## src/rtl/vga_axil_pkg.sv

```systemverilog
// vga_axil_pkg: shared types and defaults for the VGA AXI4-Lite to native-port bridge.
//   axil_*_t      : AXI-Lite address/data/strobe types at the default widths
//   native_addr_t : native word address at the default depth
//   axil_resp_t   : AXI response codes used by the bridge
//   rd_state_t    : read-channel FSM states
package vga_axil_pkg;

    localparam int AXIL_ADDR_W_DEF  = 32;
    localparam int AXIL_DATA_W_DEF  = 32;
    localparam int NATIVE_DEPTH_DEF = 1024;
    localparam int NATIVE_ADDR_W    = $clog2(NATIVE_DEPTH_DEF);

    typedef logic [AXIL_ADDR_W_DEF-1:0]   axil_addr_t;
    typedef logic [AXIL_DATA_W_DEF-1:0]   axil_data_t;
    typedef logic [AXIL_DATA_W_DEF/8-1:0] axil_strb_t;
    typedef logic [NATIVE_ADDR_W-1:0]     native_addr_t;

    typedef enum logic [1:0] {
        OKAY   = 2'b00,
        SLVERR = 2'b10
    } axil_resp_t;

    typedef enum logic [1:0] {
        R_IDLE,
        R_READ,
        R_RESP
    } rd_state_t;

endpackage

```

## src/rtl/vga_axil_addr_decode.sv

```systemverilog
// vga_axil_addr_decode: byte address to native word address plus legality flag.
//   addr        : AXI-Lite byte address
//   native_addr : word address (addr >> 2) truncated to the native width
//   legal       : word aligned and inside the native depth
module vga_axil_addr_decode #(
    parameter  int AW    = 32,
    parameter  int DEPTH = 1024,
    localparam int NAW   = $clog2(DEPTH)
) (
    input  logic [AW-1:0]  addr,
    output logic [NAW-1:0] native_addr,
    output logic           legal
);

    logic [AW-1:0] word;

    assign word        = addr >> 2;
    assign native_addr = word[NAW-1:0];
    assign legal       = (addr[1:0] == 2'b00) && (word < AW'(DEPTH));

endmodule

```

## src/rtl/vga_axil2native.sv

```systemverilog
// vga_axil2native: AXI4-Lite slave terminating the CPU bus onto the VGA native register/memory port.
//   clk, arst_n                        : clock, asynchronous active-low reset
//   aw*/w*/b*                          : AXI-Lite write address, data and response channels
//   ar*/r*                             : AXI-Lite read address and data channels
//   addr_write, data2native, write_en  : native single-cycle write strobe
//   addr_read, read_en_sync, data2axil : native synchronous read (data one clock after strobe)
module vga_axil2native
    import vga_axil_pkg::*;
#(
    parameter  int AXIL_ADDR_W  = AXIL_ADDR_W_DEF,
    parameter  int AXIL_DATA_W  = AXIL_DATA_W_DEF,
    parameter  int NATIVE_DEPTH = NATIVE_DEPTH_DEF,
    localparam int NAW          = $clog2(NATIVE_DEPTH),
    localparam int SW           = AXIL_DATA_W / 8
) (
    input  logic                   clk,
    input  logic                   arst_n,
    input  logic [AXIL_ADDR_W-1:0] awaddr,
    input  logic                   awvalid,
    output logic                   awready,
    input  logic [AXIL_DATA_W-1:0] wdata,
    input  logic [SW-1:0]          wstrb,
    input  logic                   wvalid,
    output logic                   wready,
    output logic [1:0]             bresp,
    output logic                   bvalid,
    input  logic                   bready,
    input  logic [AXIL_ADDR_W-1:0] araddr,
    input  logic                   arvalid,
    output logic                   arready,
    output logic [AXIL_DATA_W-1:0] rdata,
    output logic [1:0]             rresp,
    output logic                   rvalid,
    input  logic                   rready,
    output logic [NAW-1:0]         addr_write,
    output logic [AXIL_DATA_W-1:0] data2native,
    output logic                   write_en,
    output logic [NAW-1:0]         addr_read,
    output logic                   read_en_sync,
    input  logic [AXIL_DATA_W-1:0] data2axil
);

    logic                   aw_full;
    logic                   w_full;
    logic [AXIL_ADDR_W-1:0] aw_addr_q;
    logic [AXIL_DATA_W-1:0] w_data_q;
    logic [SW-1:0]          w_strb_q;
    logic                   aw_hs;
    logic                   w_hs;
    logic [AXIL_ADDR_W-1:0] wr_addr;
    logic [AXIL_DATA_W-1:0] wr_data;
    logic [SW-1:0]          wr_strb;
    logic [NAW-1:0]         wr_na;
    logic                   wr_legal;
    logic                   wr_fire;
    logic                   wr_ok;
    rd_state_t              r_state;
    logic                   r_legal;
    logic [NAW-1:0]         rd_na;
    logic                   rd_legal;

    assign awready = !aw_full && !bvalid;
    assign wready  = !w_full && !bvalid;
    assign arready = (r_state == R_IDLE);
    assign aw_hs   = awvalid && awready;
    assign w_hs    = wvalid && wready;

    // Bypass the holding registers so the completing handshake issues the
    // native write on the very next edge rather than one cycle later.
    assign wr_addr = aw_full ? aw_addr_q : awaddr;
    assign wr_data = w_full ? w_data_q : wdata;
    assign wr_strb = w_full ? w_strb_q : wstrb;
    assign wr_fire = (aw_full || aw_hs) && (w_full || w_hs) && !bvalid;
    // Partial strobes are rejected: the native port has no byte enables.
    assign wr_ok   = wr_legal && (&wr_strb);

    vga_axil_addr_decode #(.AW(AXIL_ADDR_W), .DEPTH(NATIVE_DEPTH)) u_wr_dec (
        .addr        (wr_addr),
        .native_addr (wr_na),
        .legal       (wr_legal)
    );

    vga_axil_addr_decode #(.AW(AXIL_ADDR_W), .DEPTH(NATIVE_DEPTH)) u_rd_dec (
        .addr        (araddr),
        .native_addr (rd_na),
        .legal       (rd_legal)
    );

    always_ff @(posedge clk or negedge arst_n) begin
        if (!arst_n) begin
            aw_full     <= 1'b0;
            w_full      <= 1'b0;
            aw_addr_q   <= '0;
            w_data_q    <= '0;
            w_strb_q    <= '0;
            bvalid      <= 1'b0;
            bresp       <= OKAY;
            write_en    <= 1'b0;
            addr_write  <= '0;
            data2native <= '0;
        end else begin
            write_en <= wr_fire && wr_ok;
            if (wr_fire) begin
                aw_full <= 1'b0;
                w_full  <= 1'b0;
                bvalid  <= 1'b1;
                bresp   <= wr_ok ? OKAY : SLVERR;
                if (wr_ok) begin
                    addr_write  <= wr_na;
                    data2native <= wr_data;
                end
            end else begin
                if (aw_hs) begin
                    aw_full   <= 1'b1;
                    aw_addr_q <= awaddr;
                end
                if (w_hs) begin
                    w_full   <= 1'b1;
                    w_data_q <= wdata;
                    w_strb_q <= wstrb;
                end
            end
            if (bvalid && bready) bvalid <= 1'b0;
        end
    end

    always_ff @(posedge clk or negedge arst_n) begin
        if (!arst_n) begin
            r_state      <= R_IDLE;
            r_legal      <= 1'b0;
            addr_read    <= '0;
            read_en_sync <= 1'b0;
            rdata        <= '0;
            rresp        <= OKAY;
            rvalid       <= 1'b0;
        end else begin
            case (r_state)
                R_IDLE: begin
                    if (arvalid) begin
                        r_state      <= R_READ;
                        r_legal      <= rd_legal;
                        addr_read    <= rd_na;
                        read_en_sync <= rd_legal;
                    end
                end
                R_READ: begin
                    read_en_sync <= 1'b0;
                    rdata        <= r_legal ? data2axil : '0;
                    rresp        <= r_legal ? OKAY : SLVERR;
                    rvalid       <= 1'b1;
                    r_state      <= R_RESP;
                end
                R_RESP: begin
                    if (rready) begin
                        rvalid  <= 1'b0;
                        r_state <= R_IDLE;
                    end
                end
                default: r_state <= R_IDLE;
            endcase
        end
    end

endmodule
```

## config.mk

```make
export PLATFORM = sky130hd
export DESIGN_NAME = vga_axil2native
export DESIGN_NICKNAME = d
export VERILOG_FILES = /design/src/rtl/vga_axil_pkg.sv /design/src/rtl/vga_axil_addr_decode.sv /design/src/rtl/vga_axil2native.sv
export SDC_FILE = /design/constraint.sdc
export NUM_CORES = 1
export LEC_CHECK = 0
export CAP_MARGIN = 20
export CELL_PAD_IN_SITES_DETAIL_PLACEMENT = 0
export CELL_PAD_IN_SITES_GLOBAL_PLACEMENT = 2
export CORE_MARGIN = 2
export CORE_UTILIZATION = 30
export CTS_CLUSTER_SIZE = 25
export DETAILED_ROUTE_END_ITERATION = 16
export DONT_BUFFER_PORTS = 1
export PLACE_DENSITY_LB_ADDON = 0.1
export SETUP_SLACK_MARGIN = 0.4
export SYNTH_ARGS = -nofsm -noshare
export SYNTH_HDL_FRONTEND = slang
export SYNTH_SLANG_ARGS = --single-unit
```

## constraint.sdc

```tcl
create_clock -name clk -period 2.1 [get_ports clk]
set_input_delay 0.525 -clock clk [delete_from_list [all_inputs] [get_ports clk]]
set_output_delay 0.525 -clock clk [all_outputs]
set_load 0.01 [all_outputs]
```

==> run metrics <==
status complete, but fails checks; failing checks hold timing, setup timing; Die H 157 um; RSZ-0062 raised after global routing true; Routed WL per cell 19.8 um; largest family of logic cells by synthesized area multiplexers; worst skew pair latency 420 ps; total gr overflow 0; CTS buffer count 17; Clock Tree Buf Depth 2; crit path time final 2200 ps; clk sinks 163; yosys warns 0; Root Buffer clkbuf_16; Area Growth Syn to Fin 19.3%; max-cap violations 0; Cell Pwr Density 1220 nW/um^2; Initial Util 30.7%; largest net degree at the start of global routing 164; overall power 10.2 mW; WL final 17.1 mm; site row count 55; dpl hpwl 11.4 mm; Netlist cell types 29; Crit. End Element flip-flop; Leak 3.60 nW; Worst Path Max Fanout 5; Die Area 24600 um^2; Setup Crit Path Kind flip-flop to flip-flop; post-layout util 36.7%; diode count 0; synthesized area 7000 um^2; Remaining DRCs 0; Final Max Slew Viols 0; initial antenna violation count 0; layout cells sized above 1 43.1%; GP Congestion 0.787; clk slew on worst S/H paths 70 ps; Post-DRT Antenna Nets 0; gr usage total 14.1%; setup violators final 42; number of global-route vias before repair 4500; required arrival time at the worst endpoint 2400 ps; crit path launch type flip-flop; #FFs+latches synth 163; worst vdd ir 0.000578 V; Fmax 455 MHz; Die Span X 157 um; initial drt markers 159; Clock Skew 10.6 ps; via count 4028; post-synthesis mux area share 28.1%; Tcrit/Tclk final 105%; Synth Area in Adders 0%; Ports 234; xor/xnor share of the synthesized area 0%; Mapped Cells 516; Synth area leader dfrtp_1; post-synthesis area per instance 13.6 um^2; IO buf count 0; Synth area leaders dfrtp_1 58%, mux2_2 20%, mux2_4 8.2%; Synth Area in Simple Gates 6.88%; htree depth 4; CTS tree built; core area 22800 um^2; Hold WS -201 ps; drt pass-1 iters 4; setup_tns -3120 ps; Filler cells 2199; final-stage net count 676; post-DR vias/cell 4.68; post-synthesis sequential area ratio 58.3%; worst hold path class input port to asynchronous set/reset pin; Synth Area in Compound Gates 3.43%; Setup WS post-layout -99.9 ps; Synth top area share 58.3%; Fin. Hold Viols 163; CP arrival 2500 ps; global-route wire length before repair 26.0 mm
## Yosys cell counts
cell type,count
o21ai_0,37
buf_12,4
nand2_1,70
nand3_1,1
buf_2,4
a21oi_1,3
mux2_4,38
nand3b_1,2
conb_1,1
nor4_1,13
or4_1,2
dfrtp_1,163
or4b_1,1
buf_6,1
nand4_1,4
buf_4,3
o22ai_1,1
o2111a_1,1
o31ai_1,1
o21bai_1,1
nor3_1,3
clkbuf_1,19
o21a_1,1
nor2_1,9
buf_1,2
inv_1,4
nand2b_1,2
mux2_2,124
and2_1,1
## critical path, cell delays in order (launching register included)
cell	delay, ps
dfrtp_1	400
nor4_4	300
nand4_1	170
nor4_2	240
buf_4	150
o2111a_4	230
buf_12	140
clkbuf_16	160
mux2_4	290
## metrics by stage
step                setup WS, ps  hold slack, ps  std cells  cell area [um^2]
floorplan                  -74.3             229        517              7000
global placement            -496             234        819              7410
detailed placement          -490             233        819              7410
CTS                         -180            -227        859              8260
global route                -245            -235        861              8350
finish                     -99.9            -201        861              8350
## placed cells by master (no fill, tap or decap), types with 2 or more instances in the layout
master and n:
inv_6 2, buf_4 16, nor2_4 2, inv_1 4, nand2_1 70, nor2_1 7, buf_6 7, nor4_4 2
nand4_1 4, mux2_4 42, bufinv_16 5, nor4_2 2, dfrtp_1 162, o21ai_0 37, nand3b_1 2, buf_12 7
or4_1 2, clkbuf_16 19, nor3_1 2, conb_1 2, clkinv_2 2, buf_16 2, nor4_1 9, mux2_2 120
a21oi_1 3
## layout make-up
cell class,count,area (um^2),share of cell area [%]
Sequential cell,163,4080,48.9
Clock inverter,12,205,2.46
Multi-Input combinational cell,317,2790,33.4
Timing Repair Buffer,34,444,5.32
Tap cell,313,392,4.69
Inverter,4,15.0,0.180
Clock buffer,18,429,5.14
## final timing paths
path	depth (start not counted)	from	to	slack, ps
hold reg to reg	1	aw_addr_q[31]$_DFFE_PN0P_	aw_addr_q[31]$_DFFE_PN0P_	500
setup / recovery	8	aw_addr_q[16]$_DFFE_PN0P_	addr_write[5]$_DFFE_PN0P_	-100
hold / removal	0	arst_n	w_data_q[13]$_DFFE_PN0P_	-200
min in group clk	1	bready	bvalid$_DFFE_PN0P_	190
setup reg to reg	8	aw_addr_q[16]$_DFFE_PN0P_	addr_write[5]$_DFFE_PN0P_	-100
max in group asynchronous	0	arst_n	w_data_q[2]$_DFFE_PN0P_	2010
## what timing repair did
| action | 4_1_cts | 5_1_grt |
|---|---|---|
| pin swaps | 1 | 4 |
| resized for setup | 20 | 8 |
| setup buffers | 8 | 0 |
| gates cloned | 2 | 2 |
| hold endpoints to repair | 163 | 163 |
| setup endpoints to repair | 115 | 110 |
## metal layers
| layer | track usage, % | share of wire [%] |
|---|---|---|
| met5 | 0 | 0 |
| met4 | 5.42 | 2.3 |
| met3 | 6.78 | 11 |
| met2 | 22.5 | 47 |
| met1 | 16.4 | 40 |
## registers in the layout, summed over array words and instances (netlist names), 2 cells and up
register / cells
aw_addr_q: 32
data2native: 32
rdata: 32
w_data_q: 32
addr_read: 10
addr_write: 10
w_strb_q: 4
r_state: 2
## kinds of logic after synthesis
group / after synthesis
multiplexers: 162
AO/OA/AOI/OAI: 45
flip-flops: 163
other: 1
AND/OR/NAND/NOR: 108
buffers and inverters: 37
## where the power goes
group	total, mW	internal (mW)	switching (mW)
logic	2.23	1.33	0.893
registers	4.52	3.97	0.547
clock network	3.42	2.11	1.31
total	10.2	7.42	2.75
Power figures use the tool's default switching activity.
